**src/rtl/bcd_pkg.sv**
```systemverilog
// Shared types, constants and per-digit arithmetic for the serial BCD adder.
package bcd_pkg;

  localparam int unsigned DIGIT_W = 4;
  localparam int unsigned SEG_W   = 7;

  localparam logic [SEG_W-1:0] SEG_BLANK = 7'b1111111;

  typedef enum logic [1:0] {
    StIdle,
    StAdd,
    StDone
  } state_e;

  // Active-low patterns, index = digit value; non-decimal codes are blanked.
  localparam logic [SEG_W-1:0] SEG_TABLE [16] = '{
    7'b1000000, 7'b1111001, 7'b0100100, 7'b0110000,
    7'b0011001, 7'b0010010, 7'b0000010, 7'b1111000,
    7'b0000000, 7'b0010000, SEG_BLANK,  SEG_BLANK,
    SEG_BLANK,  SEG_BLANK,  SEG_BLANK,  SEG_BLANK
  };

  typedef struct packed {
    logic               carry;
    logic [DIGIT_W-1:0] digit;
  } digit_sum_t;

  function automatic digit_sum_t bcd_digit_add(input logic [DIGIT_W-1:0] x,
                                               input logic [DIGIT_W-1:0] y,
                                               input logic               c);
    logic [DIGIT_W:0] t;
    digit_sum_t       r;
    t = {1'b0, x} + {1'b0, y} + {{DIGIT_W{1'b0}}, c};
    if (t > 5'd9) begin
      r.digit = DIGIT_W'(t + 5'd6);
      r.carry = 1'b1;
    end else begin
      r.digit = t[DIGIT_W-1:0];
      r.carry = 1'b0;
    end
    return r;
  endfunction

  // Wraps mod 16 so invalid digits still produce a defined value.
  function automatic logic [DIGIT_W-1:0] nines_comp(input logic [DIGIT_W-1:0] d);
    return 4'd9 - d;
  endfunction

  function automatic logic digit_invalid(input logic [DIGIT_W-1:0] d);
    return d > 4'd9;
  endfunction

endpackage

```
**src/rtl/bcd_seg_decoder.sv**
```systemverilog
// Combinational BCD digit to active-low seven-segment decoder.
module bcd_seg_decoder
  import bcd_pkg::*;
(
  input  logic [DIGIT_W-1:0] digit_i,
  output logic [SEG_W-1:0]   seg_o
);

  assign seg_o = SEG_TABLE[digit_i];

endmodule

```
**src/rtl/bcd_adder_seq.sv**
```systemverilog
// Serial multi-digit BCD adder, one digit per clock, LSD first, with 7-seg output.
// Optional BCD_SUB_EN adds a sub input for tens-complement subtraction.
module bcd_adder_seq
  import bcd_pkg::*;
#(
  parameter int unsigned DIGITS = 3
) (
  input  logic                        clk,
  input  logic                        rst,
  input  logic                        start,
  input  logic [DIGIT_W*DIGITS-1:0]   a,
  input  logic [DIGIT_W*DIGITS-1:0]   b,
  input  logic                        cin,
`ifdef BCD_SUB_EN
  input  logic                        sub,
`endif
  output logic                        busy,
  output logic                        done,
  output logic [DIGIT_W*DIGITS-1:0]   sum,
  output logic                        cout,
  output logic                        err,
  output logic [SEG_W*(DIGITS+1)-1:0] seg
);

  localparam int unsigned W    = DIGIT_W * DIGITS;
  localparam int unsigned IdxW = (DIGITS > 1) ? $clog2(DIGITS) : 1;
  localparam logic [IdxW-1:0] LastIdx = IdxW'(DIGITS - 1);

  state_e          state_q, state_d;
  logic [IdxW-1:0] idx_q, idx_d;
  logic [W-1:0]    a_q, a_d;
  logic [W-1:0]    b_q, b_d;
  logic [W-1:0]    work_q, work_d;
  logic [W-1:0]    sum_q, sum_d;
  logic            carry_q, carry_d;
  logic            cout_q, cout_d;
  logic            done_q, done_d;
  logic            err_q, err_d;

  logic [W-1:0]    b_eff;
  logic            cin_eff;
  logic            in_err;
  digit_sum_t      dsum;
  logic [W+DIGIT_W-1:0] work_shift;

  // Operand B as it enters the datapath; subtraction folds into the same adder.
  always_comb begin
    b_eff   = b;
    cin_eff = cin;
`ifdef BCD_SUB_EN
    if (sub) begin
      for (int i = 0; i < int'(DIGITS); i++) begin
        b_eff[i*DIGIT_W +: DIGIT_W] = nines_comp(b[i*DIGIT_W +: DIGIT_W]);
      end
      cin_eff = 1'b1;
    end
`endif
  end

  always_comb begin
    in_err = 1'b0;
    for (int i = 0; i < int'(DIGITS); i++) begin
      in_err = in_err | digit_invalid(a[i*DIGIT_W +: DIGIT_W])
                      | digit_invalid(b[i*DIGIT_W +: DIGIT_W]);
    end
  end

  // Operands shift right each cycle so the current digit is always at the bottom.
  assign dsum       = bcd_digit_add(a_q[DIGIT_W-1:0], b_q[DIGIT_W-1:0], carry_q);
  assign work_shift = {dsum.digit, work_q};

  always_comb begin
    state_d = state_q;
    idx_d   = idx_q;
    a_d     = a_q;
    b_d     = b_q;
    work_d  = work_q;
    sum_d   = sum_q;
    carry_d = carry_q;
    cout_d  = cout_q;
    err_d   = err_q;
    done_d  = 1'b0;

    unique case (state_q)
      StIdle: begin
        if (start) begin
          a_d     = a;
          b_d     = b_eff;
          carry_d = cin_eff;
          err_d   = in_err;
          idx_d   = '0;
          state_d = StAdd;
        end
      end
      StAdd: begin
        a_d     = a_q >> DIGIT_W;
        b_d     = b_q >> DIGIT_W;
        carry_d = dsum.carry;
        work_d  = work_shift[W+DIGIT_W-1:DIGIT_W];
        if (idx_q == LastIdx) begin
          state_d = StDone;
        end else begin
          idx_d = idx_q + 1'b1;
        end
      end
      StDone: begin
        sum_d   = work_q;
        cout_d  = carry_q;
        done_d  = 1'b1;
        state_d = StIdle;
      end
      default: state_d = StIdle;
    endcase
  end

  always_ff @(posedge clk or posedge rst) begin
    if (rst) begin
      state_q <= StIdle;
      idx_q   <= '0;
      a_q     <= '0;
      b_q     <= '0;
      work_q  <= '0;
      sum_q   <= '0;
      carry_q <= 1'b0;
      cout_q  <= 1'b0;
      done_q  <= 1'b0;
      err_q   <= 1'b0;
    end else begin
      state_q <= state_d;
      idx_q   <= idx_d;
      a_q     <= a_d;
      b_q     <= b_d;
      work_q  <= work_d;
      sum_q   <= sum_d;
      carry_q <= carry_d;
      cout_q  <= cout_d;
      done_q  <= done_d;
      err_q   <= err_d;
    end
  end

  assign busy = (state_q != StIdle);
  assign done = done_q;
  assign sum  = sum_q;
  assign cout = cout_q;
  assign err  = err_q;

  for (genvar g = 0; g <= int'(DIGITS); g++) begin : g_seg
    logic [DIGIT_W-1:0] digit;
    if (g < int'(DIGITS)) begin : g_sum
      assign digit = sum_q[g*DIGIT_W +: DIGIT_W];
    end else begin : g_cout
      assign digit = {{(DIGIT_W-1){1'b0}}, cout_q};
    end
    bcd_seg_decoder u_dec (
      .digit_i (digit),
      .seg_o   (seg[g*SEG_W +: SEG_W])
    );
  end

endmodule

```
**config.mk**
```make
export PLATFORM = sky130hd
export DESIGN_NAME = bcd_adder_seq
export DESIGN_NICKNAME = d
export VERILOG_FILES = /design/src/rtl/bcd_pkg.sv /design/src/rtl/bcd_seg_decoder.sv /design/src/rtl/bcd_adder_seq.sv
export SDC_FILE = /design/constraint.sdc
export NUM_CORES = 1
export LEC_CHECK = 0
export CORE_ASPECT_RATIO = 0.6
export CORE_MARGIN = 2
export CORE_UTILIZATION = 48
export CTS_CLUSTER_DIAMETER = 40
export DETAILED_ROUTE_END_ITERATION = 8
export HOLD_SLACK_MARGIN = 0.02
export PLACE_DENSITY = 0.76
export SYNTH_ARGS = -nofsm -noshare
export SYNTH_HDL_FRONTEND = slang
export SYNTH_SLANG_ARGS = --single-unit
```
**constraint.sdc**
```tcl
create_clock -name clk -period 2.8 [get_ports clk]
set_input_delay 0.84 -clock clk [delete_from_list [all_inputs] [get_ports clk]]
set_output_delay 0.84 -clock clk [all_outputs]
set_load 0.05 [all_outputs]
```
**Yosys cells after proc, flatten, opt, wreduce, memory -nomap -nowiden**

Memories as Yosys holds them, arrays and structs flattened.
Cells that the tools add are included.

- Memories kept: 4
- Output and inout port bits: 44
- Bits of input ports: 28
- Bits in registers: 56
- Logic and storage cells: 73
- ROM bits: 448

Memories:

| memory | words | bits a word | read ports | clocked after Yosys merged registers in | write ports | RTL line | RTL |
|---|---|---|---|---|---|---|---|
| (no name shown) | 16 | 7 | 1 | 0 | 0 | bcd_seg_decoder.sv:9 | `assign seg_o = SEG_TABLE[digit_i];` |
| (no name shown) | 16 | 7 | 1 | 0 | 0 | bcd_seg_decoder.sv:9 |  |
| (no name shown) | 16 | 7 | 1 | 0 | 0 | bcd_seg_decoder.sv:9 |  |
| (no name shown) | 16 | 7 | 1 | 0 | 0 | bcd_seg_decoder.sv:9 |  |

- Muxes and demuxes: 22
- Add/sub/neg operators: 4
- Equality and inequality tests: 6
- Bitwise gates (word level): 9
- Magnitude comparators: 11
- Reductions and logical operators: 7

Operators by type and width:

| operator | number |
|---|---|
| 2-to-1 mux 7 bit | 8 |
| one-hot mux 12 bit (2 select lines) | 2 |
| > comparator 4 bit (second input constant) | 6 |
| 2-to-1 mux 12 bit | 2 |
| greater-or-equal comparator 5 bit (second input constant) | 4 |
| inverter 4 -> 5 bit | 3 |
| 2-to-1 mux 2 bit | 4 |
| one-hot mux 2 bit (2 select lines) | 2 |
| != test 2 bit (second input constant) | 3 |
| AND reduction 2 bit | 3 |
| adder 4 x 4 -> 5 bit | 1 |
| adder 5 x 1 -> 5 bit | 1 |
| > comparator 5 x 4 -> 1 bit (second input constant) | 1 |
| 2-to-1 mux 5 bit | 1 |
| inverter 1 -> 5 bit | 1 |
| bitwise OR 1 bit | 5 |
| adder 4 x 3 -> 4 bit (second input constant) | 1 |
| == test 2 bit (second input constant) | 2 |
| nonzero test 2 bit | 2 |
| AND reduction 3 bit | 1 |
| adder 2 x 1 -> 2 bit (second input constant) | 1 |
| == test 2 x 1 -> 1 bit (second input constant) | 1 |
| logical NOT 2 bit | 1 |
| 2-to-1 mux 1 bit | 2 |
| one-hot mux 1 bit (2 select lines) | 1 |

**Depth between registers and ports, before layout**

- Depth after elaboration: 6
- Depth in mapped cells: 8
- Mapped depth without buffers: 8

**By module**

From an unflattened synthesis, not the netlist that was laid out.

- Cells, all modules: 383
- Area total of the unflattened synthesis: 3,425.8 sq um

Modules (own cells, without submodules):

| module | area an instance (sq um) | instances | seq. area each (sq um) | cells an instance |
|---|---|---|---|---|
| bcd_adder_seq | 2,585.0 | 1 | 1,401.3 | 251 |
| bcd_seg_decoder | 210.2 | 4 | 0.0 | 33 |

**Least setup slack after synthesis**

No wires, ideal clock.

- Kind: reg2out
- Start: register sum_q[5], in the netlist sum[5]
- End: output port seg[11]
- Setup slack: -0.372 ns
- Data required time: 1.960 ns
- Data arrival time: 2.332 ns
- Cell stages (with the launch flop): 6
- Path buffers: 0
- Cells stage by stage: dfrtp_1 inv_1 ha_1 nand2_1 o21ai_0 o21ai_0

- Cells in the longest elaborated chain, start to end: 4

Ends and longest elaborated chain:

| item | RTL line | RTL |
|---|---|---|
| start: declaration | bcd_adder_seq.sv:34 | `logic [W-1:0] sum_q, sum_d;` |
| start signal: assignment | bcd_adder_seq.sv:134 | `sum_q <= sum_d;` |
| inverter 4 -> 5 bit (implied by the code) | bcd_seg_decoder.sv:9 |  |
| memory read (16 x 7 bit) | -- |  |
| 2-to-1 mux 7 bit (implied by the code) (2 in series) | bcd_seg_decoder.sv:9 |  |
| end: declaration | bcd_adder_seq.sv:22 | `output logic [SEG_W*(DIGITS+1)-1:0] seg` |

No other way between the ends. The select of a mux whose other input is x is not followed.

**Worst setup path in the final report**

- Start: register a_q[0]
- End: register work_q[9]

- Cells in the longest elaborated chain, start to end: 4
- Elaborated cells on any way between the ends: 5
- Classes of those cells: 3 x add/sub; 1 x order compare; 1 x mux

Ends and longest elaborated chain:

| item | RTL line | RTL |
|---|---|---|
| start: declaration | bcd_adder_seq.sv:31 | `logic [W-1:0] a_q, a_d;` |
| start signal: assignment | bcd_adder_seq.sv:120 | `a_q <= '0;` |
| start signal: assignment | bcd_adder_seq.sv:131 | `a_q <= a_d;` |
| adder 4 x 4 -> 5 bit (*) | bcd_pkg.sv:33 | `t = {1'b0, x} + {1'b0, y} + {{DIGIT_W{1'b0}}, c};` |
| adder 5 x 1 -> 5 bit (*) | bcd_pkg.sv:33 |  |
| adder 4 x 3 -> 4 bit / > comparator 5 x 4 -> 1 bit (equally long branches) | bcd_pkg.sv:35, bcd_pkg.sv:34 |  |
| 2-to-1 mux 5 bit (*) | bcd_pkg.sv:34 | `if (t > 5'd9) begin` |
| end signal: assignment | bcd_adder_seq.sv:133 | `work_q <= work_d;` |
| end: declaration | bcd_adder_seq.sv:33 | `logic [W-1:0] work_q, work_d;` |

Every way passes the cells marked *; elsewhere a longest branch is shown, timed or not.
A chain may end at the register's enable or synchronous reset.

==> results_dict.tcl <==
set metrics [dict create \
    status "completed" \
    cts_tree "yes" \
    synth-edff-count 0 \
    finish.utilization_pct 62.64 \
    clk_pin_slew_ns 0.09 \
    hp-start "err" \
    grt_max_degree 39 \
    synth_warnings 0 \
    clk_latency_ns 0.31 \
    drive_gt1_share_pct 10.62 \
    fmax_mhz 372.3 \
    rows 22 \
    syn_inst 374 \
    holdPathStages 2 \
    cts_buffers 5 \
    hold_viol 0 \
    wl_per_cell_um 13.29 \
    syn_area_per_cell_um2 8.263 \
    yosys.area.top_type "dfrtp_1" \
    fin_crit_ns 2.686 \
    drt_wl_total_um 6871 \
    syn_area_mm2 0.003090 \
    reg2reg_slack_ns 0.11 \
    drtPass1Iterations 4 \
    io_pins 72 \
    clock_sinks 56 \
    cpMostUsedCell "fa_1" \
    die_y_um 66.16 \
    grt.total_usage_pct 20.99 \
    num_vias 2663 \
    synth_top_area_share_pct 45.34 \
    fillers 554 \
    critPathKind "reg2reg" \
    diodes 0 \
    async_flop_share_pct 100.0 \
    final-max-slew-violation-count 0 \
    cp_cell_sequence "fa_1 -> fa_1 -> xnor2_1 -> ha_1 -> nor2b_1 -> a31o_2 -> or4_1 -> nand3_1" \
    rsz0062_at_grt "false" \
    ctsResizeCount 2 \
    fin_skew_ns 0.005938 \
    setup_viol_count_final 0 \
    ys_ff_latch 56 \
    via_per_inst 5.151 \
    dieArea_mm2 0.007118 \
    crit_path_end_kind "flip-flop" \
    drtIter0Drc 144 \
    relSlewSlack_pct 53.52 \
    syn2layout_area_growth_pct 24.98 \
    antenna_found_initial 0 \
    gp_congestion 0.8319 \
    ant_nets 0 \
    cts_setup_buffers 0 \
    synth_flop_cell "dfrtp_1" \
    ff2ff_path_depth 8 \
    worstPathRequired_ns 3.04 \
    min_period_over_period_pct 95.93 \
    nets 482 \
    grt_overflow 0 \
    hpwl_um 5157 \
    htree_num_levels 2 \
    r2r_end "work_q[9]" \
    max-cap-violations 0 \
    start_util_pct 50.12 \
    tightest_slew_ns 0.6971 \
    ys_seq_area_share_pct 45.34 \
    r2r_start "a_q[0]" \
    ys_types 39 \
    hold_end "err" \
    die_x_um 107.6 \
    grt_pass1_vias 2553 \
    cp-start-kind "flip-flop" \
    core_area_mm2 0.006166 \
    portBuffers 68 \
    cp_data_arrival_time_ns 2.93 \
    cts_buffer_depth 2 \
    synth.area.top_cells "dfrtp_1 45%, nand2_1 14%, ha_1 8.1%, o21ai_0 7.1%, nor2_1 3.8%" \
    grt_pass1_wl_um 11810 \
    ctsHoldBuffers 0 \
    max_stage_delay_ns 0.48 \
    drc 0 \
    cp_max_fo 5 \
    slowest_stage "fa_1" \
    hp-class "reg2reg" \
    root_buffer "clkbuf_8" \
]
-- Yosys cell counts (all sizes together), types with 3 or more instances --
master  number
a21oi       12
a31oi       18
buf         16
clkbuf       9
dfrtp       56
ha          20
inv         15
mux2         3
nand2      113
nand2b       3
nor2        31
nor2b        3
o21ai       45
or2          3
-- per-stage QoR --
step	TNS, ns	worst slack, ns	instances	cell area, um2	hold WS, ns
5_1_grt	0	0.01273	517	3862	0.5327
2_1_floorplan	-0.2243	-0.05660	375	3094	0.4402
6_report	0	0.1140	517	3862	0.4763
3_5_place_dp	0	0.1352	509	3772	0.4638
4_1_cts	0	0.1048	517	3860	0.4854
3_3_place_gp	0	0.2182	509	3772	0.4522
-- cell usage in the layout, fill, tap and decap left out, types with 2 or more instances in the layout --
master / instances
o21ai_0: 39
and2_1: 2
a31oi_1: 18
buf_4: 25
fa_1: 2
dlygate4sd2_1: 2
dfrtp_1: 54
dfrtp_2: 2
clkbuf_8: 6
clkdlybuf4s50_1: 47
inv_1: 14
o21ai_1: 6
o21a_1: 2
a21oi_1: 12
ha_1: 20
mux2_2: 3
nor2b_1: 3
nor3_1: 2
or2_2: 3
nand2b_1: 2
nand2_1: 113
clkbuf_1: 2
conb_1: 3
nor2_1: 31
-- cell families (layout without fill, tap and decap cells) --
logic type      after synthesis  after routing  share of synthesized area, %
xor+xnor                      2              2                        0.8099
compound gates               87             87                         16.11
buf+inv                      40             98                         5.951
flops                        56             56                         45.34
simple gates                162            162                         21.05
mux                           3              3                         1.093
fa+ha+maj                    22             22                         9.393
other cells                   2              3                        0.2430
-- layout make-up --
| type | count | area [um2] | area share [%] |
|---|---|---|---|
| tap | 84 | 105.1 | 2.721 |
| multi-input combinational | 279 | 1511 | 39.13 |
| sequential | 56 | 1404 | 36.35 |
| timing repair buffer | 75 | 695.7 | 18.01 |
| clock buffer | 8 | 90.09 | 2.332 |
| inverter | 15 | 56.30 | 1.458 |
-- registers in the layout, summed over array words and instances, names as in the netlist --
register / cells
a_q: 12
b_q: 12
carry_q: 1
cout: 1
done: 1
err: 1
idx_q: 2
state_q: 2
sum: 12
work_q: 12
-- critical path: cells and delay by family, from the launching register on --
family,cells,cell delay [ns]
compound gates,1,0.25
xor+xnor,1,0.18
fa+ha+maj,3,1.14
flops,1,0.41
simple gates,3,0.64
-- worst max path at each step --
stage,from,to,slack (ns),cells past startpoint
after floorplan,sum[3],seg[1],-0.06,2
after global placement,a_q[0],work_q[9],0.22,8
after detailed placement,a_q[0],work_q[9],0.14,8
after CTS,sum[1],seg[3],0.10,6
after global routing,sum[9],seg[14],0.01,6
final,a_q[0],work_q[9],0.11,8
-- metal layers --
metal	share of wire [%]	track usage, %
met5	0	0
met4	0.76	4.808
met3	3.9	3.054
met2	44	32.08
met1	51	31.57
Power is not shown: default switching activity piles up to over one toggle a cycle in this logic, so the estimate is an artifact.
